--- src/rtl/input_gpio_loader_if.sv ---
// ---------------------------------------------------------------------------
// input_gpio_loader_if
// Groups the external GPIO pixel handshake and the image-RAM write bus used
// by input_gpio_loader.
//
// Signals:
//   strobe_in  external request, asynchronous to the loader clock
//   data_in    external pixel, held by the master until it sees ack_out
//   ack_out    handshake acknowledge back to the master
//   wr_en      RAM write enable, one cycle per pixel
//   wr_addr    RAM write address
//   wr_data    RAM write data
//
// Modports:
//   master  the side that drives strobe/data and watches ack and the RAM bus
//   slave   the loader itself
// ---------------------------------------------------------------------------
interface input_gpio_loader_if #(
    parameter int ADDR_W = 18,
    parameter int DATA_W = 8
);
    logic              strobe_in;
    logic [DATA_W-1:0] data_in;
    logic              ack_out;
    logic              wr_en;
    logic [ADDR_W-1:0] wr_addr;
    logic [DATA_W-1:0] wr_data;

    modport master (
        output strobe_in,
        output data_in,
        input  ack_out,
        input  wr_en,
        input  wr_addr,
        input  wr_data
    );

    modport slave (
        input  strobe_in,
        input  data_in,
        output ack_out,
        output wr_en,
        output wr_addr,
        output wr_data
    );
endinterface

--- src/rtl/input_gpio_loader.sv ---
// ---------------------------------------------------------------------------
// input_gpio_loader
// Receives the source image one pixel at a time over a 4-phase strobe/ack
// GPIO handshake and writes it into image RAM at addresses 0..IMG_PIXELS-1.
// Raises done once the full image is in RAM.
//
// Ports:
//   clk       system clock
//   rst       synchronous, active-high reset
//   enable    load session active; low aborts back to IDLE
//   bus       input_gpio_loader_if.slave (strobe/data/ack + RAM write bus)
//   busy      high while a load is in progress (WAIT_REQ/WRITE/WAIT_REL)
//   done      whole image loaded
//   checksum  16-bit running sum of written pixels
//
// Optional feature macro: LOADER_CHECKSUM_EN
//   defined     -> checksum is a modulo-2^16 sum of every written pixel,
//                  cleared on reset and on IDLE entry
//   not defined -> no accumulator, checksum tied to 0
// ---------------------------------------------------------------------------
module input_gpio_loader #(
    parameter int IMG_PIXELS = 160000,
    parameter int ADDR_W     = 18,
    parameter int DATA_W     = 8
) (
    input  logic                  clk,
    input  logic                  rst,
    input  logic                  enable,
    input_gpio_loader_if.slave    bus,
    output logic                  busy,
    output logic                  done,
    output logic [15:0]           checksum
);

    typedef enum logic [2:0] {
        IDLE,
        WAIT_REQ,
        WRITE,
        WAIT_REL,
        DONE
    } state_e;

    localparam logic [ADDR_W-1:0] LAST_COUNT = ADDR_W'(IMG_PIXELS);

    state_e              state_q, state_d;
    logic [ADDR_W-1:0]   count_q, count_d;
    logic [ADDR_W-1:0]   wr_addr_q, wr_addr_d;
    logic [DATA_W-1:0]   wr_data_q, wr_data_d;
    logic                sync1_q, sync1_d;
    logic                strobe_s_q, strobe_s_d;

    // State and datapath registers. Reset puts every flop, including the
    // two-stage strobe synchronizer, back to zero / IDLE.
    always_ff @(posedge clk) begin
        if (rst) begin
            state_q    <= IDLE;
            count_q    <= '0;
            wr_addr_q  <= '0;
            wr_data_q  <= '0;
            sync1_q    <= 1'b0;
            strobe_s_q <= 1'b0;
        end else begin
            state_q    <= state_d;
            count_q    <= count_d;
            wr_addr_q  <= wr_addr_d;
            wr_data_q  <= wr_data_d;
            sync1_q    <= sync1_d;
            strobe_s_q <= strobe_s_d;
        end
    end

    // Next-state logic. Dropping enable aborts from any state. WAIT_REL is
    // only left once the synchronized strobe is low, which is what limits a
    // long strobe pulse to a single write. The counter has already been
    // bumped by the time WAIT_REL is evaluated, so comparing it against
    // IMG_PIXELS tells whether the last pixel just went in.
    always_comb begin
        state_d = state_q;
        if (!enable) begin
            state_d = IDLE;
        end else begin
            unique case (state_q)
                IDLE:     state_d = WAIT_REQ;
                WAIT_REQ: if (strobe_s_q) state_d = WRITE;
                WRITE:    state_d = WAIT_REL;
                WAIT_REL: begin
                    if (!strobe_s_q) begin
                        state_d = (count_q == LAST_COUNT) ? DONE : WAIT_REQ;
                    end
                end
                DONE:     state_d = DONE;
                default:  state_d = IDLE;
            endcase
        end
    end

    // Datapath next values. data_in is captured only on the WAIT_REQ->WRITE
    // transition, i.e. while the synchronized strobe is high, so the
    // master's hold guarantee makes the capture safe. The counter clears
    // whenever we head to IDLE and saturates at IMG_PIXELS.
    always_comb begin
        sync1_d    = bus.strobe_in;
        strobe_s_d = sync1_q;
        count_d    = count_q;
        wr_addr_d  = wr_addr_q;
        wr_data_d  = wr_data_q;

        if (state_q == WAIT_REQ && state_d == WRITE) begin
            wr_addr_d = count_q;
            wr_data_d = bus.data_in;
        end

        if (state_d == IDLE) begin
            count_d = '0;
        end else if (state_q == WRITE && count_q != LAST_COUNT) begin
            count_d = count_q + 1'b1;
        end
    end

    // Moore outputs decoded from the current state. wr_addr/wr_data simply
    // hold their last value between writes; wr_en is the only qualifier.
    always_comb begin
        bus.wr_en   = (state_q == WRITE);
        bus.ack_out = (state_q == WRITE) || (state_q == WAIT_REL);
        busy        = (state_q == WAIT_REQ) || (state_q == WRITE) ||
                      (state_q == WAIT_REL);
        done        = (state_q == DONE);
        bus.wr_addr = wr_addr_q;
        bus.wr_data = wr_data_q;
    end

`ifdef LOADER_CHECKSUM_EN
    logic [15:0] acc_q, acc_d;

    // Pixel checksum: adds the pixel being written during each WRITE cycle.
    // Cleared whenever the FSM is heading to IDLE so each session starts
    // from zero; it is frozen in DONE since no WRITE cycles occur there.
    always_comb begin
        acc_d = acc_q;
        if (state_d == IDLE) begin
            acc_d = '0;
        end else if (state_q == WRITE) begin
            acc_d = acc_q + 16'(wr_data_q);
        end
    end

    always_ff @(posedge clk) begin
        if (rst) begin
            acc_q <= '0;
        end else begin
            acc_q <= acc_d;
        end
    end

    assign checksum = acc_q;
`else
    assign checksum = 16'h0000;
`endif

endmodule
--- src/flat_wrapper.sv ---
// flat-port wrapper written by rule: the top's interface ports become plain ports
module input_gpio_loader_flat 
#(
    parameter int IMG_PIXELS = 160000,
    parameter int ADDR_W     = 18,
    parameter int DATA_W     = 8
)
  (clk, rst, enable, busy, done, checksum, bus_strobe_in, bus_data_in, bus_ack_out, bus_wr_en, bus_wr_addr, bus_wr_data);
  input_gpio_loader_if #(.ADDR_W(ADDR_W), .DATA_W(DATA_W)) bus_i ();
  input  logic clk;
  input  logic rst;
  input  logic enable;
  output logic busy;
  output logic done;
  output logic [15:0] checksum;
  input wire logic [$bits(bus_i.strobe_in)-1:0] bus_strobe_in;
  input wire logic [$bits(bus_i.data_in)-1:0] bus_data_in;
  output wire logic [$bits(bus_i.ack_out)-1:0] bus_ack_out;
  output wire logic [$bits(bus_i.wr_en)-1:0] bus_wr_en;
  output wire logic [$bits(bus_i.wr_addr)-1:0] bus_wr_addr;
  output wire logic [$bits(bus_i.wr_data)-1:0] bus_wr_data;
  assign bus_i.strobe_in = bus_strobe_in;
  assign bus_i.data_in = bus_data_in;
  assign bus_ack_out = bus_i.ack_out;
  assign bus_wr_en = bus_i.wr_en;
  assign bus_wr_addr = bus_i.wr_addr;
  assign bus_wr_data = bus_i.wr_data;
  input_gpio_loader #(.IMG_PIXELS(IMG_PIXELS), .ADDR_W(ADDR_W), .DATA_W(DATA_W)) u_core (.clk(clk), .rst(rst), .enable(enable), .bus(bus_i), .busy(busy), .done(done), .checksum(checksum));
endmodule
--- config.mk ---
export PLATFORM = sky130hd
export DESIGN_NAME = input_gpio_loader_flat
export DESIGN_NICKNAME = d
export VERILOG_FILES = /design/src/rtl/input_gpio_loader_if.sv /design/src/rtl/input_gpio_loader.sv /design/src/flat_wrapper.sv
export SDC_FILE = /design/constraint.sdc
export NUM_CORES = 1
export LEC_CHECK = 0
export ABC_AREA = 0
export ABC_CLOCK_PERIOD_IN_PS = 2970
export CORE_MARGIN = 2
export CORE_UTILIZATION = 45
export CTS_BUF_LIST = sky130_fd_sc_hd__clkbuf_4
export CTS_CLUSTER_DIAMETER = 100
export DETAILED_ROUTE_END_ITERATION = 10
export PLACE_DENSITY = 0.82
export SYNTH_ARGS = -nofsm -noshare
export SYNTH_HDL_FRONTEND = slang
export SYNTH_SLANG_ARGS = --single-unit
--- constraint.sdc ---
create_clock -name clk -period 2.97 [get_ports clk]
set_input_delay 0.891 -clock clk [delete_from_list [all_inputs] [get_ports clk]]
set_output_delay 0.891 -clock clk [all_outputs]
set_load 0.01 [all_outputs]
==> results.yml <==
logic_synthesis:
  synth-xor-area-share_pct: 3.18
  synth_compound_gate_area_share_pct: 11.7
  synth_top_family_by_area: "simple AND/OR/NAND/NOR gates"
  synth_top_area_share_pct: 44.5
  ys_seq_area_share_pct: 44.5
  synthArstFlopShare_pct: 0
  synthAdderAreaFrac_pct: 1.14
  yosys.area_share.simple_pct: 27.8
  synth_common_cells: "nand2_1, dfxtp_1, a21oi_1"
  ys_seq_elements: 49
  synth_area_leaders: "dfxtp_1, nand2_1, a21oi_1, buf_4, xor2_1"
  synth_cells: 267
  ys_warn_count: 0
  syn_area_per_cell_um2: 8.26
  yosysTopAreaCell: "dfxtp_1"
  synth_area_mm2: 0.00220
  synth-edff-count: 0
  synth_cell_types: 39
  synthMuxAreaShare_pct: 1.82
  yosys_most_used_dff: "dfxtp_1"
  yosysMostFrequentCell: "nand2_1"
placed_design:
  dpl.hpwl_um: 3170
  gp_congestion: 0.853
  place_ws_ns: 0.648
  port_buffers: 41
power_and_ir_drop:
  power_leakage_nw: 0.907
  irDropWorstVdd_v: 0.000333
  p_comb_share_pct: 5.1
  switching_power_mw: 0.234
  seqPwrFrac_pct: 66.0
  power.share.clock_pct: 28.9
  powerDensity_mw_per_mm2: 382
  swShare_pct: 23.3
  internal-power_mw: 0.772
worst_setup_path:
  end_kind: "output port"
  critPathBufInv: 1
  crit_chain: "nor3b_4 -> clkdlybuf4s50_1"
  critPathSlowestCell: "clkdlybuf4s50_1"
  crit_fanout: 9
  critPathKind: "flip-flop to output port"
  cp_top_family: "buffers and inverters"
  worst-endpoint-required_ns: 2.08
  cp_data_arrival_time_ns: 1.82
  slowest_delay_ns: 0.61
  critical_path.startpoint_type: "flip-flop"
sta:
  fin_ws_ns: 0.258
  fin_skew_ns: 0.00781
  period_needed_ns: 2.71
  report.final.slew_viol_count: 0
  setup_viol: 0
  hold_viol_final: 0
  rsz0062_at_grt: "false"
  fmax_ghz: 0.369
  period_share_pct: 91.3
  setup_tns_ns: 0
cts:
  numCtsBuffers: 5
  cts_resized: 0
  h-tree-depth: 2
  cts.sinks: 49
  post_cts_buffers: 0
  clk_latency_ns: 0.35
  cts_max_path_buffers: 2
  clock-root-buffer: "clkbuf_4"
  cts_hold_buf: 0
  cts_tree: "yes"
  clk_pin_slew_ns: 0.13
final_layout:
  drive_gt1_share_pct: 5.28
  nets: 316
  diodes: 0
  area_growth_pct: 19.6
job:
  cap_violations: 0
global_route:
  antenna_found_initial: 0
  grt_overflow: 0
  grt_max_degree: 29
  grt_usage_pct: 17.0
  grt_pass1_wl_um: 7360
  grt_pass1_vias: 1678
floorplan:
  die_h_um: 74.0
  die_area_mm2: 0.00548
  ios: 58
  core-area_mm2: 0.00472
  die_w_um: 74.0
  start_util_pct: 46.7
  fp-row-count: 25
detailed_routing:
  routed_via_density: 5.09
  num_vias: 1885
  drtIter0Drc: 103
  drt-total-wl_um: 4440
  drtAntennaViolNets: 0
  wl_per_cell_um: 12.0
  firstDrtPassIters: 4
  drc: 0
worst_hold_path:
  worstHoldPathType: "flip-flop to flip-flop"
outcome:
  outcome: "completed"
-- layout by cell type, fill, tap and decap left out, drive strengths merged, types with 5 or more instances in the layout --
cell           count
a21oi             33
and3               6
clkbuf             5
clkdlybuf4s50     41
conb              16
dfxtp             49
inv                5
nand2             63
nand3              6
nand4              7
nor2              14
o31ai              5
or4                5
xor2               8
-- logic make-up (layout without fill, tap and decap cells) --
| logic type | after synthesis | after routing |
|---|---|---|
| buf+inv | 36 | 57 |
| xor+xnor | 8 | 8 |
| flops | 49 | 49 |
| compound gates | 46 | 46 |
| mux | 4 | 4 |
| fa+ha+maj | 2 | 2 |
| other cells | 1 | 16 |
| simple gates | 121 | 121 |
-- power groups by stage --
stage / combinational, mW / clock, mW / sequential (mW)
5_1_grt: 0.0557 / 0.330 / 0.665
6_report: 0.0512 / 0.291 / 0.664
4_1_cts: 0.0513 / 0.306 / 0.664
2_1_floorplan: 0.0453 / 0 / 0.676
3_5_place_dp: 0.0511 / 0 / 0.678
3_3_place_gp: 0.0503 / 0 / 0.678
-- stage by stage --
stage	cells	hold slack (ns)	util [%]	instance area, µm²	total power [mW]
after floorplan	282	0.414	-	2260	0.722
after global placement	362	0.421	54.6	2580	0.728
after detailed placement	362	0.441	54.6	2580	0.729
after CTS	370	0.465	55.8	2640	1.02
after global routing	370	0.476	55.8	2640	1.05
final	370	0.463	55.8	2640	1.01
-- state kept, by name, indices dropped and copies added (netlist names) --
register,count
u_core.bus.wr_data,8
u_core.count_q,18
u_core.bus.wr_addr,18
u_core.strobe_s_d,1
u_core.strobe_s_q,1
u_core.state_q,3
-- area by class of cell --
class	count	area [µm²]
Sequential cell	49	981
Inverter	5	18.8
Multi-Input combinational cell	197	1060
Clock inverter	3	17.5
Clock buffer	5	37.5
Timing Repair Buffer	44	433
Fill cell	454	2090
Tap cell	67	83.8
-- worst register-to-register path, stage by stage (launching register included) --
cell	delay, ns
dfxtp_1	0.48
nor3b_4	0.39
nand2_2	0.19
or4_1	0.55
a21oi_1	0.15
-- final timing paths --
check,from,end,cells past startpoint,slack [ns]
max,u_core.state_q[1],bus_wr_en,2,0.26
min,u_core.strobe_s_d,u_core.strobe_s_q,1,0.46
max reg2reg,u_core.state_q[1],u_core.count_q[17],4,1.16
min reg2reg,u_core.strobe_s_d,u_core.strobe_s_q,1,0.46
-- per-layer routing --
metal,up-vias,track usage [%],part of all wire (%)
li1,936,-,-
met1,890,19.6,41
met2,57,31.1,53
met3,2,4.88,5.7
met4,0,3.84,0.29
met5,-,0,0
Power figures use the tool's default switching activity.
